File: src/rtl/calc_entry_ctrl.sv
// Keypad entry controller for the BCD ALU: builds sign-magnitude BCD operands from key
// presses, loads them onto the ALU bus (op1, then op2), then holds the ALU enabled for the result.
module calc_entry_ctrl #(
    parameter int DIGITS = 2,               // must be >= 2
    parameter int OPW    = 4*DIGITS + 1
) (
    input  logic           clk,
    input  logic           rst,
    input  logic           key_valid,
    input  logic [3:0]     key_code,
    input  logic [OPW-1:0] alu_result,
    output logic [OPW-1:0] op,
    output logic           assign_op1,
    output logic           assign_op2,
    output logic [2:0]     opcode,
    output logic           alu_en,
    output logic           busy,
    output logic [OPW-1:0] disp_val
);
    localparam int CW = $clog2(DIGITS + 1);

    typedef enum logic [2:0] {ENT1, OPR, ENT2, LD1, LD2, RES} state_t;

    state_t         state_q, state_d;
    logic [OPW-1:0] op1_q, op1_d, op2_q, op2_d;
    logic [2:0]     opcode_q, opcode_d;
    logic [CW-1:0]  cnt_q, cnt_d;

    logic           is_digit, is_arith;
    logic [2:0]     key_opcode;
    logic           room;

    function automatic logic [OPW-1:0] shift_in(input logic [OPW-1:0] v, input logic [3:0] d);
        return {v[OPW-1], v[4*DIGITS-5:0], d};
    endfunction

    // A zero magnitude keeps its positive sign so -0 never appears.
    function automatic logic [OPW-1:0] toggle_sign(input logic [OPW-1:0] v);
        return (|v[OPW-2:0]) ? {~v[OPW-1], v[OPW-2:0]} : v;
    endfunction

    assign is_digit   = key_code < 4'd10;
    assign is_arith   = (key_code == 4'hA) || (key_code == 4'hB);
    assign key_opcode = (key_code == 4'hA) ? 3'b001 : 3'b010;
    assign room       = cnt_q < CW'(DIGITS);

    always_comb begin
        state_d  = state_q;
        op1_d    = op1_q;
        op2_d    = op2_q;
        opcode_d = opcode_q;
        cnt_d    = cnt_q;
        case (state_q)
            LD1: state_d = LD2;
            LD2: state_d = RES;
            default: begin
                if (key_valid && key_code == 4'hD) begin
                    state_d  = ENT1;
                    op1_d    = '0;
                    op2_d    = '0;
                    opcode_d = '0;
                    cnt_d    = '0;
                end else if (key_valid) begin
                    case (state_q)
                        ENT1: begin
                            if (is_digit && room) begin
                                op1_d = shift_in(op1_q, key_code);
                                cnt_d = cnt_q + 1'b1;
                            end else if (key_code == 4'hE) begin
                                op1_d = toggle_sign(op1_q);
                            end else if (is_arith) begin
                                opcode_d = key_opcode;
                                cnt_d    = '0;
                                state_d  = OPR;
                            end
                        end
                        OPR: begin
                            if (is_digit) begin
                                op2_d   = {{(OPW-4){1'b0}}, key_code};
                                cnt_d   = CW'(1);
                                state_d = ENT2;
                            end else if (is_arith) begin
                                opcode_d = key_opcode;
                            end
                        end
                        ENT2: begin
                            if (is_digit && room) begin
                                op2_d = shift_in(op2_q, key_code);
                                cnt_d = cnt_q + 1'b1;
                            end else if (key_code == 4'hE) begin
                                op2_d = toggle_sign(op2_q);
                            end else if (key_code == 4'hC) begin
                                state_d = LD1;
                            end
                        end
                        RES: begin
                            if (is_digit) begin
                                op1_d    = {{(OPW-4){1'b0}}, key_code};
                                op2_d    = '0;
                                opcode_d = '0;
                                cnt_d    = CW'(1);
                                state_d  = ENT1;
                            end else if (is_arith) begin
                                op1_d    = alu_result;
                                op2_d    = '0;
                                opcode_d = key_opcode;
                                cnt_d    = '0;
                                state_d  = OPR;
                            end
                        end
                        default: ;
                    endcase
                end
            end
        endcase
    end

    always_ff @(posedge clk) begin
        if (rst) begin
            state_q  <= ENT1;
            op1_q    <= '0;
            op2_q    <= '0;
            opcode_q <= '0;
            cnt_q    <= '0;
        end else begin
            state_q  <= state_d;
            op1_q    <= op1_d;
            op2_q    <= op2_d;
            opcode_q <= opcode_d;
            cnt_q    <= cnt_d;
        end
    end

    // Outputs depend only on registered state, plus the ALU's own result while in RES.
    always_comb begin
        op         = '0;
        assign_op1 = 1'b0;
        assign_op2 = 1'b0;
        alu_en     = 1'b0;
        busy       = 1'b0;
        disp_val   = op1_q;
        opcode     = opcode_q;
        case (state_q)
            ENT2: disp_val = op2_q;
            LD1: begin
                op         = op1_q;
                assign_op1 = 1'b1;
                busy       = 1'b1;
                disp_val   = op2_q;
            end
            LD2: begin
                op         = op2_q;
                assign_op2 = 1'b1;
                busy       = 1'b1;
                disp_val   = op2_q;
            end
            RES: begin
                alu_en   = 1'b1;
                disp_val = alu_result;
            end
            default: ;
        endcase
    end
endmodule

File: config.mk
export PLATFORM = sky130hd
export DESIGN_NAME = calc_entry_ctrl
export DESIGN_NICKNAME = d
export VERILOG_FILES = /design/src/rtl/calc_entry_ctrl.sv
export SDC_FILE = /design/constraint.sdc
export NUM_CORES = 1
export LEC_CHECK = 0
export BUFFER_PORTS_ARGS = -buffer_cell sky130_fd_sc_hd__buf_2
export CAP_MARGIN = 20
export CORE_MARGIN = 2
export CORE_UTILIZATION = 55
export DETAILED_ROUTE_END_ITERATION = 8
export MAX_ROUTING_LAYER = met4
export PLACE_DENSITY = 0.87
export SKIP_LAST_GASP = 1
export SYNTH_ARGS = -nofsm -noshare
export SYNTH_HDL_FRONTEND = slang
export SYNTH_SLANG_ARGS = --single-unit
File: constraint.sdc
create_clock -name clk -period 2.6 [get_ports clk]
set_clock_uncertainty 0.05 [all_clocks]
set_input_delay 0.26 -clock clk [delete_from_list [all_inputs] [get_ports clk]]
set_output_delay 0.26 -clock clk [all_outputs]
set_load 0.02 [all_outputs]
* Yosys cells after proc, flatten, opt, wreduce, memory -nomap -nowiden *
Index checks and enable logic that the tools add are counted.

storage, ports and cells
  bits of input ports = 16
  register bits = 26
  logic and storage cells = 117
  output and inout port bits = 25

operators by class
  muxes and demuxes = 53
  add/sub/neg operators = 1
  bitwise operators = 3
  reductions and logical operators = 22
  equality and inequality tests = 29
  order comparisons = 2

operators with widths
  operator                                                                count
  9-bit 2-to-1 mux                                                        15
  9-bit one-hot mux with 2 select lines                                   3
  3-bit 2-to-1 mux                                                        17
  3-bit != test (second input constant)                                   11
  5-bit != test (second input constant)                                   6
  9-bit one-hot mux with 3 select lines                                   1
  4-bit equality test (second input constant)                             5
  2-bit 2-to-1 mux                                                        9
  6-bit AND reduction                                                     3
  8-bit AND reduction                                                     2
  8-bit OR reduction                                                      2
  3-bit one-hot mux with 4 select lines                                   1
  4-bit nonzero test                                                      3
  3-bit one-hot mux with 3 select lines                                   1
  4-bit != test (second input constant)                                   2
  2-bit one-hot mux with 4 select lines                                   1
  7-bit AND reduction                                                     1
  7-bit nonzero test                                                      1
  3-bit by 2-bit equality test with 1-bit output (second input constant)  2
  3-bit equality test (second input constant)                             2
  3-bit one-hot mux with 2 select lines                                   1
  5-bit AND reduction                                                     1
  5-bit nonzero test                                                      1
  4-bit less-than comparator (second input constant)                      1
  other kinds (12)                                                        18

* Depth between registers and ports, before layout *
  depth in word-level cells = 9
  mapped depth = 7
  depth with buffers taken out = 6

* Worst setup path before layout *
No wires, ideal clock.

  path type = register -> output
  start = reg state_q[2]
  end = out disp_val[0]
  setup slack = 0.458 ns
  data arrival time = 1.832 ns
  required time = 2.290 ns
  buffers on the path = 3
  cell stages (with the launch flop) = 6
  cell sequence = dfxtp_1 clkbuf_1 clkbuf_1 clkbuf_1 o21ai_0 o21ai_0

on the way
  word-level cells in the longest chain between the ends = 3
  elaborated cells between the ends (all ways) = 6
  classes of those cells = eq/ne (4); mux (1); reduce/logical (1)

ends and longest elaborated chain
  element                                                                                       RTL line  RTL
  start, declared                                                                               24        state_t state_q, state_d;
  start signal, assigned                                                                        126       state_q <= state_d;
  3-bit equality test / 3-bit by 2-bit equality test with 1-bit output (equally long branches)  143       case (state_q)
  3-bit OR reduction (no line)                                                                  --
  9-bit one-hot mux with 2 select lines *                                                       143
  end, declared                                                                                 18        output logic [OPW-1:0] disp_val

Mark *: on every way between the ends. The rest lies on a longest branch, timed or not.

* Worst setup path after layout *
  start = reg state_q[1]
  end = reg op1_q[4]

on the way
  word-level cells in the longest chain between the ends = 4
  elaborated cells between the ends (all ways) = 13
  classes of those cells = eq/ne (5); mux (3); bitwise (1); reduce/logical (4)

ends and longest elaborated chain
  element                                                                             RTL line  RTL
  3-bit equality test, or another cell as far along                                   64        case (state_q)
  9-bit one-hot mux with 2 select lines / 2-bit OR reduction (equally long branches)  --
  9-bit 2-to-1 mux / 1-bit NOT (equally long branches)                                --
  9-bit 2-to-1 mux / 5-bit AND reduction (equally long branches)                      --
  end signal, assigned                                                                127       op1_q <= op1_d;
  end, declared                                                                       25        logic [OPW-1:0] op1_q, op1_d, op2_q, op2_d;

Several ways; a longest one is shown, not always the timed one. The select of a mux whose other input is x is not followed.
A chain may end at the register's enable or synchronous reset.

==> results.txt <==
----------------------------------------------------
[STA]
  Count of pins over their slew limit ... 0
  Final Hold Vio Count ... 0
  Post-route fraction of the period consumed by the critical path ... 89.0%
  Worst-case headroom to the max-slew limit ... 35.5%
  Minimum clock period after layout ... 2310 ps
  Total negative setup slack ... 0 ps
  RSZ-0062 raised after global routing ... no
  Min Hold Slack ... 244 ps
  Final setup vio count ... 0
  Transition time at the pin with the least slew margin ... 957 ps
  Highest clock frequency the design can meet ... 0.432 GHz

[Worst setup path]
  Startpoint type of the worst setup path ... flop
  Maximum fanout encountered on the critical timing path ... 13
  Start-to-end type of the worst setup path ... flop to flop
  Data arrival time of the critical path ... 2490 ps
  Crit path capture type ... flop
  Crit path required time ... 2780 ps

[Clock network]
  Total clock buffers created by CTS ... 3
  Skew-Pair Late Insertion Delay ... around 280 ps
  Root Driver ... sky130_fd_sc_hd__clkbuf_8
  CTS H-tree depth ... 1
  Clock edge transition at the registers on the reported setup and hold paths ... 100 ps
  Clock tree from TritonCTS ... done
  Maximum count of clock buffers along a single path ... 2
  Post-cts repair resize count ... 0
  Number of post-CTS setup repair buffers ... 0
  Cts-stage hold buffer count ... 0
  Sinks on Clock Net ... 26

[Logic synthesis]
  Main flop type after synthesis ... sky130_fd_sc_hd__dfxtp_1
  Async set-reset flop share out of synthesis ... 0%
  Synth Register Bits ... 26
  Combinational family with the most area after synthesis ... compound AO/OA/AOI/OAI gates
  Net Count, Synth ... around 300
  Area of the mapped netlist ... 2170 µm²
  Count of flip-flops with a built-in enable after synthesis ... 0
  Post-synthesis share of cell area spent on xor and xnor gates ... 0%
  Synth Warn # ... 0
  Synthesized netlist cell count ... 287
  Library cell with the highest instance count after synthesis ... sky130_fd_sc_hd__nand2_1
  Synth Area in Simple Gates ... 25.5%
  Cell types with the largest area share after synthesis ... sky130_fd_sc_hd__dfxtp_1, sky130_fd_sc_hd__a22o_1, sky130_fd_sc_hd__mux2i_1
  Multiplexer area fraction after synthesis ... about an eighth
  Share of Yosys cell area claimed by the top area cell type ... 24.0%
  Fraction of the yosys area taken by sequential cells ... 24.0%
  Synth top cells by count ... sky130_fd_sc_hd__nand2_1, sky130_fd_sc_hd__dfxtp_1, sky130_fd_sc_hd__o21ai_0
  Cell type with the highest aggregate area in the netlist ... sky130_fd_sc_hd__dfxtp_1
  Post-synthesis compound-gate area fraction ... ~32%
  Syn avg cell area ... 7.56 µm²
  Adder and majority gate portion of the synthesized area ... 0%
  Synth unique cells ... 53

[Detailed routing]
  Wire length per cell after detailed routing ... between 15 and 20 µm
  Detailed Route WL ... 6.35 mm
  Vias per cell ... approximately 6.6
  Pre-antenna DRT Iters ... 5
  Total via count in the routed design ... about 2,400
  Number of routed nets with antenna violations ... 0
  Starting DRT DRC Count ... between 200 and 250
  Number of remaining DRC errors ... 0

[Die]
  Area of the core region ... 3720 µm²
  Width of the die ... approximately 67 µm
  Overall die area ... 4470 µm²
  Chip Height ... ~67 µm
  Number of top-level pins ... just over 40
  Std cell rows ... 22
  Starting density of the core ... about three fifths

[Placement]
  Final weighted congestion of routability-driven global placement ... 0.950
  Port Buffers ... 40
  Detailed placement HPWL ... between 4 and 5 mm

[GRT]
  Maximum number of pins on one net before global-route repair ... 39
  Global-route wire length before repair ... 10.6 mm
  Vias in the first global route ... between 2,000 and 2,500
  Global route overflow ... 0
  Global-route usage over all layers ... roughly 31%
  Number of antenna violations at the first check in global routing ... 0

[Finish]
  Area growth from synthesis to layout ... 14.2%
  Area of the multi-input gates ... 1540 µm²
  Sequential standard cell area ... ~520 µm²
  Number of fillers in the final layout ... 322
  Diode count ... 0
  Fraction of final layout cells sized beyond drive strength 1 ... 23.0%
  Post-Route Utilization ... 66.7%
  Net count of the finished layout ... 335

[Hold path]
  Worst hold path class ... input port to flop

[Power and ir drop]
  Post-route total power ... 1.07 mW
  IR Drop Worst-Case VDD ... 0.292 mV
  Power density over the cells ... 433 nW/µm²
  Leak ... 1.01 nW

[Status]
  Outcome ... finished clean

[Flow run]
  Max-capacitance violation count ... 0

----------------------------------------------------
[layer usage]
layer | global-route usage (%) | share of wire [%]
met1 | 44.4 | 43
met2 | 46.1 | 45
met3 | 4.05 | 11
met4 | 10.2 | 1.6
met5 | - | 0
[path summary, 6_finish.rpt]
kind / cells after the start / slack, ps / end / start
min reg2reg: 2 / 390 / opcode[2]$_SDFFE_PP0P_ / opcode[2]$_SDFFE_PP0P_
min: 2 / 240 / op2_q[1]$_SDFFE_PP0P_ / rst
max reg2reg: 6 / 290 / op1_q[4]$_SDFFE_PP0P_ / state_q[1]$_SDFFE_PP0P_
max: 6 / 290 / op1_q[4]$_SDFFE_PP0P_ / state_q[1]$_SDFFE_PP0P_
[sequential cells by signal (all words and copies together) (netlist names)]
register	count
state_q	3
cnt_q	2
op2_q	9
op1_q	9
opcode	3
[power breakdown]
part / total, mW / switching (mW) / internal [mW]
registers: 0.443 / 0.0284 / 0.414
clock network: 0.349 / 0.143 / 0.206
logic: 0.283 / 0.165 / 0.117
[worst max-delay path: stages, from the launching register on]
cell,delay (ps)
sky130_fd_sc_hd__dfxtp_1,530
sky130_fd_sc_hd__nand3b_1,310
sky130_fd_sc_hd__inv_1,270
sky130_fd_sc_hd__nand2_1,210
sky130_fd_sc_hd__nand3_1,90
sky130_fd_sc_hd__a21oi_1,560
sky130_fd_sc_hd__a22o_1,240
[layout by cell type, fill, tap and decap left out, types with 3 or more instances in the layout]
cell type	count
sky130_fd_sc_hd__buf_4	9
sky130_fd_sc_hd__dfxtp_1	26
sky130_fd_sc_hd__o21ai_0	24
sky130_fd_sc_hd__mux2i_1	17
sky130_fd_sc_hd__nor3b_1	4
sky130_fd_sc_hd__mux2_2	10
sky130_fd_sc_hd__a22o_1	21
sky130_fd_sc_hd__nand2b_1	6
sky130_fd_sc_hd__inv_1	6
sky130_fd_sc_hd__nor4_1	5
sky130_fd_sc_hd__and3_1	3
sky130_fd_sc_hd__nand2_1	42
sky130_fd_sc_hd__a31oi_1	6
sky130_fd_sc_hd__nor2_1	15
sky130_fd_sc_hd__nand3_1	3
sky130_fd_sc_hd__a21oi_1	15
sky130_fd_sc_hd__clkbuf_8	3
sky130_fd_sc_hd__nand3b_1	4
sky130_fd_sc_hd__o31ai_1	4
sky130_fd_sc_hd__nor3_1	6
sky130_fd_sc_hd__o22ai_1	5
sky130_fd_sc_hd__nor2b_1	3
sky130_fd_sc_hd__buf_2	40
sky130_fd_sc_hd__a21o_1	4
[per-stage QoR]
step                setup WS, ps  cells  cell area, µm²
floorplan                    458    287            2170
global placement             366    362            2410
detailed placement           357    362            2410
CTS                          332    366            2480
global route                 153    366            2480
finish                       286    366            2480
[area by class of cell]
cell class / instances / share of cell area [%]
Clock buffer: 3 / 1.67
Clock inverter: 1 / 1.21
Inverter: 6 / 0.909
Multi-Input combinational cell: 233 / 62.0
Sequential cell: 26 / 21.0
Tap cell: 48 / 2.42
Timing Repair Buffer: 49 / 10.8
[kinds of logic (layout without fill, tap and decap cells)]
family | Yosys count | count (layout)
and+or+nand+nor | 105 | 105
AOI/OAI and AO/OA | 101 | 101
buffers and inverters | 28 | 59
muxes | 27 | 27
DFF | 26 | 26
(Power assumes the default switching activity.)
